[config.mk]
export PLATFORM = sky130hd
export DESIGN_NAME = dp_controller
export DESIGN_NICKNAME = d
export VERILOG_FILES = /design/src/rtl/dp_pkg.sv /design/src/rtl/cond_check.sv /design/src/rtl/dp_controller.sv
export SDC_FILE = /design/constraint.sdc
export NUM_CORES = 1
export LEC_CHECK = 0
export ABC_AREA = 0
export BUFFER_PORTS_ARGS = -buffer_cell sky130_fd_sc_hd__clkbuf_2
export CAP_MARGIN = 40
export CELL_PAD_IN_SITES_DETAIL_PLACEMENT = 1
export CELL_PAD_IN_SITES_GLOBAL_PLACEMENT = 1
export CORE_MARGIN = 1
export CORE_UTILIZATION = 33
export DETAILED_ROUTE_END_ITERATION = 10
export GPL_TIMING_DRIVEN = 1
export PLACE_DENSITY_LB_ADDON = 0.1
export SETUP_SLACK_MARGIN = 0.15
export SYNTH_ARGS = -nofsm -noshare
export SYNTH_HDL_FRONTEND = slang
export SYNTH_SLANG_ARGS = --single-unit
[constraint.sdc]
create_clock -name clk -period 2.58 [get_ports clk]
set_input_delay 0.387 -clock clk [delete_from_list [all_inputs] [get_ports clk]]
set_output_delay 0.387 -clock clk [all_outputs]
set_load 0.005 [all_outputs]
[src/rtl/dp_pkg.sv]
`default_nettype none
// ============================================================================
// Package  : dp_pkg
// Desc     : Shared types and encodings for the data-processing controller.
// Revision : 1.0 - initial release
// ============================================================================
package dp_pkg;

    typedef enum logic [1:0] {
        IDLE   = 2'd0,
        DECODE = 2'd1,
        EXEC   = 2'd2,
        WB     = 2'd3
    } state_t;

    // Shift operation: {type, 1'b0} shifts by immediate, {type, 1'b1} by Rs[7:0]
    localparam logic [2:0] c_sh_lsl_imm = 3'b000;
    localparam logic [2:0] c_sh_lsl_reg = 3'b001;
    localparam logic [2:0] c_sh_lsr_imm = 3'b010;
    localparam logic [2:0] c_sh_lsr_reg = 3'b011;
    localparam logic [2:0] c_sh_asr_imm = 3'b100;
    localparam logic [2:0] c_sh_asr_reg = 3'b101;
    localparam logic [2:0] c_sh_ror_imm = 3'b110;
    localparam logic [2:0] c_sh_ror_reg = 3'b111;

    localparam logic [3:0] c_op_and = 4'b0000;
    localparam logic [3:0] c_op_eor = 4'b0001;
    localparam logic [3:0] c_op_sub = 4'b0010;
    localparam logic [3:0] c_op_rsb = 4'b0011;
    localparam logic [3:0] c_op_add = 4'b0100;
    localparam logic [3:0] c_op_adc = 4'b0101;
    localparam logic [3:0] c_op_sbc = 4'b0110;
    localparam logic [3:0] c_op_rsc = 4'b0111;
    localparam logic [3:0] c_op_tst = 4'b1000;
    localparam logic [3:0] c_op_teq = 4'b1001;
    localparam logic [3:0] c_op_cmp = 4'b1010;
    localparam logic [3:0] c_op_cmn = 4'b1011;
    localparam logic [3:0] c_op_orr = 4'b1100;
    localparam logic [3:0] c_op_mov = 4'b1101;
    localparam logic [3:0] c_op_bic = 4'b1110;
    localparam logic [3:0] c_op_mvn = 4'b1111;

    localparam logic [3:0] c_cond_eq = 4'b0000;
    localparam logic [3:0] c_cond_ne = 4'b0001;
    localparam logic [3:0] c_cond_cs = 4'b0010;
    localparam logic [3:0] c_cond_cc = 4'b0011;
    localparam logic [3:0] c_cond_mi = 4'b0100;
    localparam logic [3:0] c_cond_pl = 4'b0101;
    localparam logic [3:0] c_cond_vs = 4'b0110;
    localparam logic [3:0] c_cond_vc = 4'b0111;
    localparam logic [3:0] c_cond_hi = 4'b1000;
    localparam logic [3:0] c_cond_ls = 4'b1001;
    localparam logic [3:0] c_cond_ge = 4'b1010;
    localparam logic [3:0] c_cond_lt = 4'b1011;
    localparam logic [3:0] c_cond_gt = 4'b1100;
    localparam logic [3:0] c_cond_le = 4'b1101;
    localparam logic [3:0] c_cond_al = 4'b1110;
    localparam logic [3:0] c_cond_nv = 4'b1111;

endpackage
`default_nettype wire

[src/rtl/cond_check.sv]
`default_nettype none
// ============================================================================
// Module   : cond_check
// Desc     : Evaluates an ARM condition field against the {N,Z,C,V} flags.
// Revision : 1.0 - initial release
// ============================================================================
module cond_check
    import dp_pkg::*;
(
    input  logic [3:0] cond,
    input  logic [3:0] NZCV,
    output logic       pass
);

    logic w_n, w_z, w_c, w_v;

    assign w_n = NZCV[3];
    assign w_z = NZCV[2];
    assign w_c = NZCV[1];
    assign w_v = NZCV[0];

    always_comb begin
        pass = 1'b0;
        case (cond)
            c_cond_eq: pass = w_z;
            c_cond_ne: pass = !w_z;
            c_cond_cs: pass = w_c;
            c_cond_cc: pass = !w_c;
            c_cond_mi: pass = w_n;
            c_cond_pl: pass = !w_n;
            c_cond_vs: pass = w_v;
            c_cond_vc: pass = !w_v;
            c_cond_hi: pass = w_c && !w_z;
            c_cond_ls: pass = !w_c || w_z;
            c_cond_ge: pass = (w_n == w_v);
            c_cond_lt: pass = (w_n != w_v);
            c_cond_gt: pass = !w_z && (w_n == w_v);
            c_cond_le: pass = w_z || (w_n != w_v);
            c_cond_al: pass = 1'b1;
            default:   pass = 1'b0;
        endcase
    end

endmodule
`default_nettype wire

[src/rtl/dp_controller.sv]
`default_nettype none
// ============================================================================
// Module   : dp_controller
// Desc     : Four-state decode/execute sequencer for ARM data-processing ops.
// Revision : 1.0 - initial release
// ============================================================================
module dp_controller
    import dp_pkg::*;
(
    input  logic        clk,
    input  logic        Rst,
    input  logic        Inst_Valid,
    input  logic [31:0] Inst,
    output logic        Inst_Ready,
    input  logic [3:0]  NZCV,
    output logic [3:0]  Rn_Addr,
    output logic [3:0]  Rm_Addr,
    output logic [3:0]  Rs_Addr,
    output logic [3:0]  Rd_Addr,
    output logic [3:0]  ALU_OP,
    output logic [2:0]  SHIFT_OP,
    output logic [7:0]  Shift_Imm,
    output logic        Shift_Num_Sel,
    output logic        Imm_Sel,
    output logic [31:0] Imm_Out,
    output logic        LF,
    output logic        S,
    output logic        Write_Reg,
    output logic        Done,
    output logic        Skipped,
    output logic        Illegal
);

    state_t      r_state;
    logic [31:0] r_ir;
    logic        w_pass;
    logic        w_illegal;
    logic        w_is_test;

    cond_check u_cond_check (
        .cond (r_ir[31:28]),
        .NZCV (NZCV),
        .pass (w_pass)
    );

    // Compare/test class (10xx) writes nothing back and is meaningless without S
    assign w_is_test = (r_ir[24:23] == 2'b10);
    assign w_illegal = (r_ir[27:26] != 2'b00)
                     || (!r_ir[25] && r_ir[4] && r_ir[7])
                     || (w_is_test && !r_ir[20]);

    always_ff @(posedge clk or posedge Rst) begin
        if (Rst) begin
            r_state <= IDLE;
            r_ir    <= '0;
        end else begin
            case (r_state)
                IDLE: begin
                    if (Inst_Valid) begin
                        r_ir    <= Inst;
                        r_state <= DECODE;
                    end
                end
                DECODE:  r_state <= (w_illegal || !w_pass) ? IDLE : EXEC;
                EXEC:    r_state <= WB;
                WB:      r_state <= IDLE;
                default: r_state <= IDLE;
            endcase
        end
    end

    // Strobes are pure functions of the registered state, so none can overlap Inst_Ready
    assign Inst_Ready = (r_state == IDLE);
    assign Illegal    = (r_state == DECODE) && w_illegal;
    assign Skipped    = (r_state == DECODE) && !w_illegal && !w_pass;
    assign LF         = (r_state == EXEC);
    assign S          = (r_state == EXEC) && r_ir[20];
    assign Write_Reg  = (r_state == WB) && !w_is_test;
    assign Done       = Illegal || Skipped || (r_state == WB);

    always_comb begin
        ALU_OP        = r_ir[24:21];
        Rn_Addr       = r_ir[19:16];
        Rd_Addr       = r_ir[15:12];
        Rm_Addr       = '0;
        Rs_Addr       = '0;
        SHIFT_OP      = c_sh_lsl_imm;
        Shift_Imm     = '0;
        Shift_Num_Sel = 1'b0;
        Imm_Sel       = 1'b0;
        Imm_Out       = '0;
        if (r_ir[25]) begin
            Imm_Sel   = 1'b1;
            SHIFT_OP  = c_sh_ror_imm;
            Shift_Imm = {3'b000, r_ir[11:8], 1'b0};
            Imm_Out   = {24'h000000, r_ir[7:0]};
        end else begin
            Rm_Addr = r_ir[3:0];
            if (!r_ir[4]) begin
                SHIFT_OP  = {r_ir[6:5], 1'b0};
                Shift_Imm = {3'b000, r_ir[11:7]};
            end else begin
                SHIFT_OP      = {r_ir[6:5], 1'b1};
                Rs_Addr       = r_ir[11:8];
                Shift_Num_Sel = 1'b1;
            end
        end
    end

endmodule
`default_nettype wire

### Yosys cells after proc, flatten, opt, wreduce, memory -nomap -nowiden

Index checks and enable logic that the tools add are counted.
W data, S select, Z words.

* logic and storage cells: 68
* bits of input ports: 39
* output and inout port bits: 72
* flip-flop bits (word level): 34

* mux-type cells: 15
* equality and inequality tests: 21
* reduce and logical (&&, ||, !) cells: 30

Operators with widths (number)
* $eq A4 B4 Y1 const B: 7
* $eq A4 B3 Y1 const B: 4
* $pmux W1 S15: 1
* $mux W4: 3
* $logic_and A1 B1 Y1: 10
* $mux W5: 2
* $logic_not A1 Y1: 9
* $eq A4 B2 Y1 const B: 2
* $mux W8: 1
* $pmux W2 S4: 1
* $logic_or A1 B1 Y1: 7
* $eq A2 B2 Y1 const B: 3
* $eq A4 B1 Y1 const B: 1
* $logic_not A4 Y1: 1
* $mux W1: 4
* $mux W2: 2
* $mux W3: 1
* $eq A2 B1 Y1 const B: 1
* $logic_not A2 Y1: 1
* $ne A2 B2 Y1 const B: 1
* $reduce_and A2 Y1: 1
* $reduce_bool A2 Y1: 1
* $eq A1 B1 Y1: 1
* $ne A1 B1 Y1: 1

### Longest topological paths before layout

Gate-level depths: netlist of the first run.

* depth in word-level cells: 10
* depth in mapped cells: 6
* gate-level depth less buffers: 5

### Hierarchy

From an unflattened synthesis of the first run, not the netlist that was laid out.

* cell total of the unflattened synthesis: 188
* area, all modules: 2064.5 sq um

Modules (own cells, without submodules)
* dp_controller: area an instance 1870.5 sq um, sequential area each 850.8 sq um, cells each 160, times used 1
* cond_check: area an instance 193.9 sq um, sequential area each 0.0 sq um, cells each 28, times used 1

### Least setup slack after synthesis of the first run

OpenSTA, ideal clock, no wires.

* path kind: register to output
* from: reg r_ir[30]
* to: out Done
* cell stages (with the launch flop): 6
* data arrival time: 1.629 ns
* slack: 0.564 ns
* buffers on the path: 1
* required time: 2.193 ns
* path through: dfrtp_1 -> buf_2 -> or4_4 -> a311oi_2 -> nor4_2 -> o31a_1

* cells in the longest elaborated chain, start to end: 6
* elaborated cells on any way between the ends: 20
* classes of those cells: eq/ne (14); mux (1); reduce/logical (5)

Ends and longest elaborated chain
* start: declaration: RTL line dp_controller.sv:35 `logic [31:0] r_ir;`
* start signal: assignment: RTL line dp_controller.sv:60 `r_ir <= Inst;`
* $eq A4 B4 Y1 (tied with other cells): RTL line cond_check.sv:24 `case (cond)`
* $pmux W1 S15 (*): RTL line cond_check.sv:24
* $logic_not A1 Y1 (*): RTL line dp_controller.sv:75 `assign Skipped = (r_state == DECODE) && !w_illegal && !w_pass;`
* $logic_and A1 B1 Y1 (*): RTL line dp_controller.sv:75
* $logic_or A1 B1 Y1 (*) (2 in series): RTL line dp_controller.sv:79 `assign Done = Illegal || Skipped || (r_state == WB);`
* end: declaration: RTL line dp_controller.sv:29 `output logic Done,`

Every way passes the cells marked *; elsewhere a longest branch is shown, timed or not.

### Final worst setup path of the first run

Ends and elaborated chain as after synthesis.

==> results of run 1 <==
layer usage:
layer	track usage (%)	share of wire, %	vias up
met3	5.000	7.0	5
met2	25.17	53	55
met5	0	0	-
met4	5.893	1.3	0
li1	-	-	701
met1	15.51	39	715
area by class of cell:
| class | instances | area [um2] | area share [%] |
|---|---|---|---|
| Clock buffer | 5 | 68.82 | 2.769 |
| Clock inverter | 3 | 45.04 | 1.813 |
| Inverter | 3 | 13.76 | 0.5539 |
| Multi-Input combinational cell | 124 | 914.6 | 36.81 |
| Sequential cell | 34 | 853.3 | 34.34 |
| Tap cell | 75 | 93.84 | 3.776 |
| Timing Repair Buffer | 92 | 495.5 | 19.94 |
synthesized netlist by cell type:
master | instances | share of area (%)
o21ai_0 | 2 | 0.49
nor2_1 | 4 | 0.74
buf_2 | 6 | 1.5
nand3b_1 | 3 | 1.1
o2bb2ai_1 | 1 | 0.43
inv_4 | 1 | 0.31
or4_4 | 1 | 0.55
dfrtp_1 | 34 | 42
mux2_2 | 32 | 18
o31ai_1 | 1 | 0.37
mux2i_1 | 3 | 1.5
nor3b_1 | 2 | 0.74
and2_1 | 14 | 4.3
conb_1 | 1 | 0.18
buf_4 | 40 | 15
nand4b_1 | 1 | 0.43
and3_1 | 1 | 0.31
a22oi_1 | 1 | 0.37
a311oi_2 | 1 | 0.74
inv_1 | 2 | 0.37
nor2b_1 | 13 | 4.0
and3b_2 | 2 | 0.99
or3_1 | 1 | 0.31
a21oi_1 | 2 | 0.49
xor2_1 | 1 | 0.43
clkbuf_1 | 2 | 0.37
o21bai_1 | 1 | 0.37
nand2b_1 | 1 | 0.31
nand2_1 | 2 | 0.37
and2b_1 | 1 | 0.37
o31a_1 | 1 | 0.43
or2_2 | 2 | 0.62
and3b_1 | 1 | 0.43
buf_6 | 1 | 0.55
nor4_2 | 1 | 0.62
a2111oi_1 | 1 | 0.49
sequential cells by signal (all words and copies together), names as in the netlist, named ones only:
signal / cells
r_ir: 32
r_state: 1
cells by family (layout without fill, tap and decap cells):
family	Yosys count	count (layout)	share of synthesized area, %
and+or+nand+nor	50	50	16.20
other	1	27	0.1847
muxes	35	35	19.22
xor gates and xnor gates	1	1	0.4314
buffers and inverters	52	103	17.87
DFF	34	34	41.90
AOI/OAI and AO/OA	11	11	4.190
where the power goes:
part	internal [mW]	switching, mW
combinational	0.796	0.557
sequential	0.807	0.237
clock	0.287	0.204
total	1.89	0.998
worst register-to-register path: cells and delay by family, from the launching register on:
kind | cells | cell delay, ns
flip-flops | 1 | 0.45
multiplexers | 1 | 0.37
buffers and inverters | 1 | 0.25
AND/OR/NAND/NOR | 2 | 0.63
repair_timing:
item | in CTS | in global routing
resized for setup | 1 | 1
pin swaps | 1 | 0
buffers inserted | 0 | 4
endpoints found under the setup margin | 2 | 2
endpoints found under the hold margin | 0 | 0
cloned | 0 | 0
through the flow:
stage	setup slack [ns]	std cells	area (um2)	util, %
floorplan	0.5637	210	2128	-
global placement	0.3603	324	2338	39.50
finish	0.1598	336	2485	41.97
global route	0.03033	336	2485	41.97
CTS	0.09889	332	2454	41.44
detailed placement	0.3452	324	2338	39.50
how the worst max path moves through the flow:
stage	slack, ns	to	depth (start not counted)
2_1_floorplan	0.56	Done	5
3_3_place_gp	0.36	Done	6
3_5_place_dp	0.35	Done	6
4_1_cts	0.1	Done	5
5_1_grt	0.03	Skipped	6
6_report	0.16	Done	5
layout by cell type (no fill, tap or decap), types with 3 or more instances in the layout:
master	instances
nor2_1	4
conb_1	27
nor2b_1	13
dfrtp_1	32
buf_4	8
mux2_2	32
nand3b_1	3
mux2i_1	3
clkbuf_8	5
clkbuf_2	83
and2_1	14
==> impl_metrics.tcl, run 1 <==
set metrics [dict create \
    numCtsBuffers 5 \
    fp.dieW_um 80.45 \
    clkSinkCount 34 \
    num-nets-final 299 \
    p_leak_nw 1.236 \
    drt_iter0_drc 58 \
    htreeDepth 2 \
    root_buffer "clkbuf_8" \
    fin_crit_sh_pct 93.81 \
    grt_util_all_layers_pct 14.32 \
    gp_congestion 0.7121 \
    cp_max_fo 9 \
    setup_tns_ns 0 \
    antenna_found_initial 0 \
    worst_slew_pin_slew_ns 0.5110 \
    grt_pass1_wl_um 6879 \
    slew_headroom_pct 65.94 \
    critical_path.top_delay_family "simple AND/OR/NAND/NOR gates" \
    cp_slowest_cell "or4_4" \
    syn2layout_area_growth_pct 22.37 \
    grt.overflow.total 0 \
    syn_inst 184 \
    fin_crit_ns 2.420 \
    ant_nets 0 \
    synth_cell_types 36 \
    via_count 1476 \
    yosysSeqAreaShare_pct 41.90 \
    status "finished, final reports clean" \
    fp.coreArea_mm2 0.005921 \
    die_area_mm2 0.006471 \
    cts_hold_buf 0 \
    wl_per_cell_um 13.15 \
    cts_tree "built" \
    clkSlewWorstSetupHoldPaths_ns 0.08 \
    drive_gt1_share_pct 54.41 \
    cp-start-kind "flop" \
    cp.required_ns 2.19 \
    slew_viol_final 0 \
    hold_viol_final 0 \
    diodes 0 \
    synthesis.area_mm2 0.002031 \
    worstSetupEndpointType "output port" \
    synth.avg_cell_area_um2 11.04 \
    max_freq_mhz 413.2 \
    p_total_mw 2.889 \
    num_rows 28 \
    p_per_area_mw_per_mm2 1162 \
    via_per_inst 4.393 \
    maxCapViolCount 0 \
    crit_path_start "r_ir[30]" \
    min_path_type "in2async" \
    clkLatencyLatePin_ns 0.28 \
    max-vdd-ir-drop_uv 420.5 \
    grt_setup_unrepaired "true" \
    firstDrtPassIters 2 \
    grt_max_degree 35 \
    drc 0 \
    setup_viol 0 \
    critical-path-max-stage-delay_ns 0.54 \
    num_io_pins 111 \
    grt_pass1_vias 1456 \
    skew_ns 0.003110 \
    synth-seq-cells 34 \
    holdWs_ns 0.1693 \
    reg2reg_depth 4 \
    fill_cells 714 \
    portBuffers 83 \
    die_h_um 80.45 \
    worstPathArrival_ns 2.03 \
    yosysWarnings 0 \
    cts_buffer_depth 2 \
    r2r_slack_ns 0.77 \
    r2r_end "r_ir[22]" \
    initial_core_util_pct 34.30 \
    path_cells "or4_4, a311oi_2, nor4_2, o31a_1, clkbuf_2" \
    wl_um 4417 \
    critical_path_buf_inv_count 1 \
    r2r-start "r_state[0]" \
    path_class "reg2out" \
    dpl.hpwl_um 3291 \
]
Note: power is estimated with default switching activity, not from simulation.
==> run 2: changes to the inputs <==
--- a/config.mk
+++ b/config.mk
@@ -12,10 +12,12 @@
 export CELL_PAD_IN_SITES_GLOBAL_PLACEMENT = 1
 export CORE_MARGIN = 1
 export CORE_UTILIZATION = 33
+export CTS_CLUSTER_DIAMETER = 80
 export DETAILED_ROUTE_END_ITERATION = 10
 export GPL_TIMING_DRIVEN = 1
 export PLACE_DENSITY_LB_ADDON = 0.1
 export SETUP_SLACK_MARGIN = 0.15
 export SYNTH_ARGS = -nofsm -noshare
 export SYNTH_HDL_FRONTEND = slang
+export SYNTH_HIERARCHICAL = 1
 export SYNTH_SLANG_ARGS = --single-unit
==> run 2 against run 1 <==
Compared with the run above:
- maximum frequency is 2.9% lower
- wire length is 1.7% higher
- sequential share of layout area is 0.10 points lower
- clock skew increased by 0.0038 ns
- first-iteration DRC count fell by 34%
- final cell count grew 0.89%
- flip-flop and latch count unchanged
- register-to-register slack got worse by 0.04 ns
- design area up 0.45%
- die area rose by 1.6%
==> impl_metrics.tcl, run 2 <==
set metrics [dict create \
    grt_pass1_wl_um 6941 \
    yosys-top-cells-area "dfrtp_1 41%, mux2_2 15%, buf_4 15%, and2_1 3.9%, nor2b_1 3.3%" \
    diodes 0 \
    grt_pass1_vias 1444 \
    worstSetupEndpointType "output port" \
    grt_util_all_layers_pct 14.01 \
    via_count 1517 \
    fp.coreArea_mm2 0.005991 \
    ant_nets 0 \
    drc 0 \
    path_cells "buf_6, nand2b_4, o22ai_1, a211o_1, a211o_1, nor3b_2, and4_1, clkbuf_2" \
    yosysSeqAreaShare_pct 41.21 \
    synth_most_common_cell "buf_4" \
    r2r_slack_ns 0.73 \
    p_total_mw 2.773 \
    synthesis.area_mm2 0.002064 \
    htreeDepth 2 \
    clkLatencyLatePin_ns 0.29 \
    num-nets-final 302 \
    slew_headroom_pct 63.01 \
    fill_cells 710 \
    gp_congestion 0.7402 \
    syn_inst 188 \
    cp_max_fo 6 \
    wl_per_cell_um 13.25 \
    synth-seq-cells 34 \
    cts_hold_buf 0 \
    seq_area_um2 854.6 \
    synth.avg_cell_area_um2 10.98 \
    p_leak_nw 1.259 \
    synth_cell_types 38 \
    grt_max_degree 35 \
    clkSlewWorstSetupHoldPaths_ns 0.07 \
    fin_crit_sh_pct 96.58 \
    dp_worst_setup_slack_ns 0.2680 \
    multi_input_area_um2 958.4 \
    synthFlopType "dfrtp_1" \
    clkSinkCount 34 \
    status "finished, final reports clean" \
    layout_common_cells "83 x clkbuf_2, 31 x dfrtp_1, 27 x mux2_2, 27 x conb_1, 13 x and2_1" \
    die_h_um 81.10 \
    setup_slack_ns 0.08827 \
    dpl.hpwl_um 3277 \
    top_register "r_ir" \
    synthTopCellsByCount "40 x buf_4, 34 x dfrtp_1, 27 x mux2_2" \
    r2r-start "r_ir[30]" \
    utilization_pct 41.67 \
    critical-path-max-stage-delay_ns 0.42 \
    cpMostUsedCell "a211o_1" \
    skew_ns 0.006905 \
    cp_slowest_cell "dfrtp_2" \
    largestRegisters "r_ir: 32 flops, r_state: 1 flops" \
    layout_commonest_cell "clkbuf_2" \
    cp.required_ns 2.19 \
    grt_setup_unrepaired "true" \
    reg2reg_depth 7 \
    antenna_found_initial 0 \
    setup_tns_ns 0 \
    largest_reg_flops 32 \
    num_rows 28 \
    wl_um 4492 \
    cts_tree "built" \
    hold_viol_final 0 \
    synth_largest_area_cell "dfrtp_1" \
    yosysWarnings 6 \
    max_freq_mhz 401.3 \
    synth_edf_count 0 \
    fin_crit_ns 2.492 \
    slew_viol_final 0 \
    portBuffers 83 \
    drive_gt1_share_pct 52.65 \
    grt.overflow.total 0 \
    drt_iter0_drc 38 \
    initial_core_util_pct 34.46 \
    worstPathArrival_ns 2.10 \
    firstDrtPassIters 4 \
    setup_viol 0 \
    fp.dieW_um 81.10 \
    holdWs_ns 0.1683 \
    max-vdd-ir-drop_uv 433.3 \
    numCtsBuffers 5 \
    root_buffer "clkbuf_8" \
    netlist.area_leader.share_pct 41.21 \
    num_io_pins 111 \
    cts_buffer_depth 2 \
    maxCapViolCount 0 \
    worst_slew_pin_slew_ns 0.5537 \
    die_area_mm2 0.006576 \
    p_per_area_mw_per_mm2 1111 \
    path_class "reg2out" \
    via_per_inst 4.475 \
    async_flop_share_pct 100.0 \
    min_path_type "in2async" \
    syn2layout_area_growth_pct 20.91 \
    cp-start-kind "flop" \
]
==> run 2: layout make-up <==
| cell class | count | area share, % |
|---|---|---|
| Multi-Input combinational cell | 127 | 38.40 |
| Timing Repair Buffer | 91 | 19.35 |
| Clock buffer | 7 | 3.459 |
| Sequential cell | 34 | 34.24 |
| Clock inverter | 1 | 0.2005 |
| Tap cell | 75 | 3.759 |
| Inverter | 4 | 0.6015 |
==> run 2: how the worst max path moves through the flow <==
stage / end / start / cells after the start
2_1_floorplan: Skipped / r_ir[30] / 6
3_3_place_gp: Skipped / NZCV[3] / 8
3_5_place_dp: Skipped / NZCV[3] / 8
4_1_cts: Skipped / r_ir[30] / 7
5_1_grt: Done / r_ir[30] / 8
6_report: Skipped / r_ir[30] / 8
==> run 2: per-stage QoR <==
step	instance area, um2	std cells
final	2496	339
after global routing	2496	339
after CTS	2449	336
after detailed placement	2335	327
after global placement	2335	327
after floorplan	2162	214
==> run 2: metal layers <==
layer / vias up / track usage, % / share of wire [%] / wire (um)
met4: 0 / 4.821 / 1.3 / 60
met5: - / 0 / 0 / 0
met2: 65 / 21.01 / 47 / 2106
met1: 731 / 18.47 / 44 / 1978
met3: 7 / 5.169 / 7.7 / 347
li1: 714 / - / - / -
==> run 2: what timing repair did <==
item                                    4_1_cts  5_1_grt
pin swaps                                     4        4
gates cloned                                  0        0
gates resized for setup                       6        7
endpoints found under the setup margin        2        2
buffers inserted                              1        3
==> run 2: report_power, final <==
| group | leakage (nW) | total (mW) | internal, mW | switching, mW |
|---|---|---|---|---|
| combinational | 0.815 | 1.33 | 0.769 | 0.560 |
| clock | 0.0482 | 0.399 | 0.215 | 0.184 |
| sequential | 0.396 | 1.05 | 0.799 | 0.246 |
| total | 1.26 | 2.77 | 1.78 | 0.990 |
==> run 2: kinds of logic (layout without fill, tap and decap cells) <==
kind of cell | Yosys count | in the layout | synth area share (%)
AOI/OAI and AO/OA | 15 | 15 | 5.213
xor gates and xnor gates | 2 | 2 | 1.212
buffers and inverters | 53 | 103 | 18.48
DFF | 34 | 34 | 41.21
muxes | 33 | 33 | 18.18
other | 1 | 27 | 0.1816
and+or+nand+nor | 50 | 50 | 15.52
==> run 2: critical path, delay by kind of cell (launching register included) <==
| family | cells | cell delay, ns |
|---|---|---|
| AO/OA/AOI/OAI | 3 | 0.70 |
| AND/OR/NAND/NOR | 3 | 0.47 |
| flip-flops | 1 | 0.42 |
| buffers and inverters | 2 | 0.24 |
==> run 3: changes to the inputs <==
==> constraint.sdc (replaced) <==
create_clock -name clk -period 2.58 [get_ports clk]
set_input_delay 0.387 -clock clk [delete_from_list [all_inputs] [get_ports clk]]
set_output_delay 0.387 -clock clk [all_outputs]
set_load 0.02 [all_outputs]
==> run 3 against run 2 <==
Compared with the run above:
- maximum frequency down 0.25%
- clock skew down 0.0015 ns
- flip-flop and latch count unchanged
- critical path depth unchanged
- non-clock buffer count up 1
- critical endpoint unchanged
- largest power group unchanged
- highest routed layer unchanged
==> impl_metrics.tcl, run 3 (synthesis results as in run 2) <==
set metrics [dict create \
    via_count 1516 \
    initial_core_util_pct 34.46 \
    grt_util_all_layers_pct 13.52 \
    setup_viol 0 \
    min_path_type "in2async" \
    cts_tree "built" \
    p_leak_nw 1.258 \
    die_area_mm2 0.006576 \
    grt_pass1_wl_um 6672 \
    clkLatencyLatePin_ns 0.28 \
    skew_ns 0.005426 \
    worstSetupEndpointType "output port" \
    fin_crit_sh_pct 96.82 \
    grt_pass1_vias 1403 \
    wl_per_cell_um 13.04 \
    largest_reg_flops 32 \
    max-vdd-ir-drop_uv 496.9 \
    numCtsBuffers 5 \
    firstDrtPassIters 4 \
    slew_headroom_pct 61.39 \
    via_per_inst 4.459 \
    num_io_pins 111 \
    gp_congestion 0.7408 \
    worst_slew_pin_slew_ns 0.5779 \
    maxCapViolCount 0 \
    antenna_found_initial 0 \
    clkSinkCount 34 \
    instances_no_fill 340 \
    fp.coreArea_mm2 0.005991 \
    fp.dieW_um 81.10 \
    largestRegisters "r_ir: 32 flops, r_state: 1 flops" \
    htreeDepth 2 \
    dpl.hpwl_um 3251 \
    wl_um 4434 \
    num-nets-final 303 \
    portBuffers 83 \
    clkSlewWorstSetupHoldPaths_ns 0.07 \
    slew_viol_final 0 \
    cp_max_fo 6 \
    path_class "reg2out" \
    top_register "r_ir" \
    grt_setup_unrepaired "true" \
    worstPathArrival_ns 2.11 \
    layout_common_cells "81 x clkbuf_2, 31 x dfrtp_1, 27 x mux2_2, 27 x conb_1, 13 x and2_1" \
    status "finished, final reports clean" \
    cp.required_ns 2.19 \
    p_per_area_mw_per_mm2 1273 \
    cp-start-kind "flop" \
    root_buffer "clkbuf_8" \
    wl_met1_um 1953 \
    drt_iter0_drc 33 \
    dp_worst_setup_slack_ns 0.2133 \
    layout_commonest_cell "clkbuf_2" \
    die_h_um 81.10 \
    grt.overflow.total 0 \
    grt_max_degree 35 \
    placed_cells 327 \
    fin_crit_ns 2.498 \
    cts_hold_buf 0 \
    cts_buffer_depth 2 \
    drive_gt1_share_pct 53.21 \
    ant_nets 0 \
    diodes 0 \
    max_freq_mhz 400.3 \
    route.met2.wl_um 2084 \
    route.met3.wl_um 356 \
    setup_slack_ns 0.08192 \
    top_layer_used "met4" \
    drc 0 \
    syn2layout_area_growth_pct 21.52 \
    r2r_slack_ns 0.73 \
    hold_viol_final 0 \
    setup_tns_ns 0 \
    num_rows 28 \
]
-- run 3: cell types whose count changed in the layout (fill, tap and decap cells not counted) --
cell        before  now
buf_4            6    9
clkbuf_2        83   81
and3b_1          1    0
and3b_2          0    1
buf_6            2    1
clkbuf_1         1    0
clkbuf_8         6    7
clkinvlp_4       0    1
nand2b_1         1    2
nand2b_4         1    0
-- run 3: power breakdown --
part           internal [mW]  leakage [nW]  switching [mW]  total [mW]
sequential             0.798         0.396           0.245        1.04
clock                  0.214        0.0472           0.197       0.411
combinational          0.777         0.815           0.961        1.74
-- run 3: cell type report --
class	count	area, um2
fillers	693	3482
clock buffers	6	82.58
repair buffers	92	498.0
well taps	75	93.84
clock inverters	2	12.51
inverters	4	15.01
multi-input cells	127	952.2
flip-flops and latches	34	854.6
-- run 3: what timing repair did --
| item | CTS | global route |
|---|---|---|
| setup endpoints to repair | 2 | 2 |
| resized for setup | 7 | 8 |
| pin swaps | 4 | 2 |
| setup buffers | 1 | 4 |
-- run 3: critical path, cell delays in order (launching register included) --
cell and delay, ns:
dfrtp_2 0.45, buf_6 0.13, nand2b_1 0.07, o22ai_1 0.08, a211o_1 0.27, a211o_1 0.33
nor3b_2 0.15, and4_1 0.19, clkbuf_8 0.14
-- run 3: final timing paths --
check,startpoint,depth (start not counted),end
worst max-delay path,r_ir[31],8,Skipped
max in group asynchronous,Rst,3,r_ir[30]
worst min register to register,r_ir[12],1,r_ir[12]
min in group clk,Inst[9],2,r_ir[9]
worst min-delay path,Rst,3,r_ir[10]
worst max register to register,r_ir[31],7,flop
-- run 3: per-layer routing --
metal,track usage (%),up-vias
met5,0,-
met4,4.286,0
met3,5.056,5
met2,20.42,66
met1,17.80,727
li1,-,718
-- run 3: metrics by stage --
stage	hold WS, ns	cell area (um2)	utilization [%]	power [mW]
2_1_floorplan	0.4594	2162	-	2.380
3_3_place_gp	0.4693	2335	38.97	2.681
3_5_place_dp	0.4884	2335	38.97	2.696
4_1_cts	0.1932	2460	41.06	3.160
5_1_grt	0.2237	2509	41.88	3.423
6_report	0.1771	2509	41.88	3.193
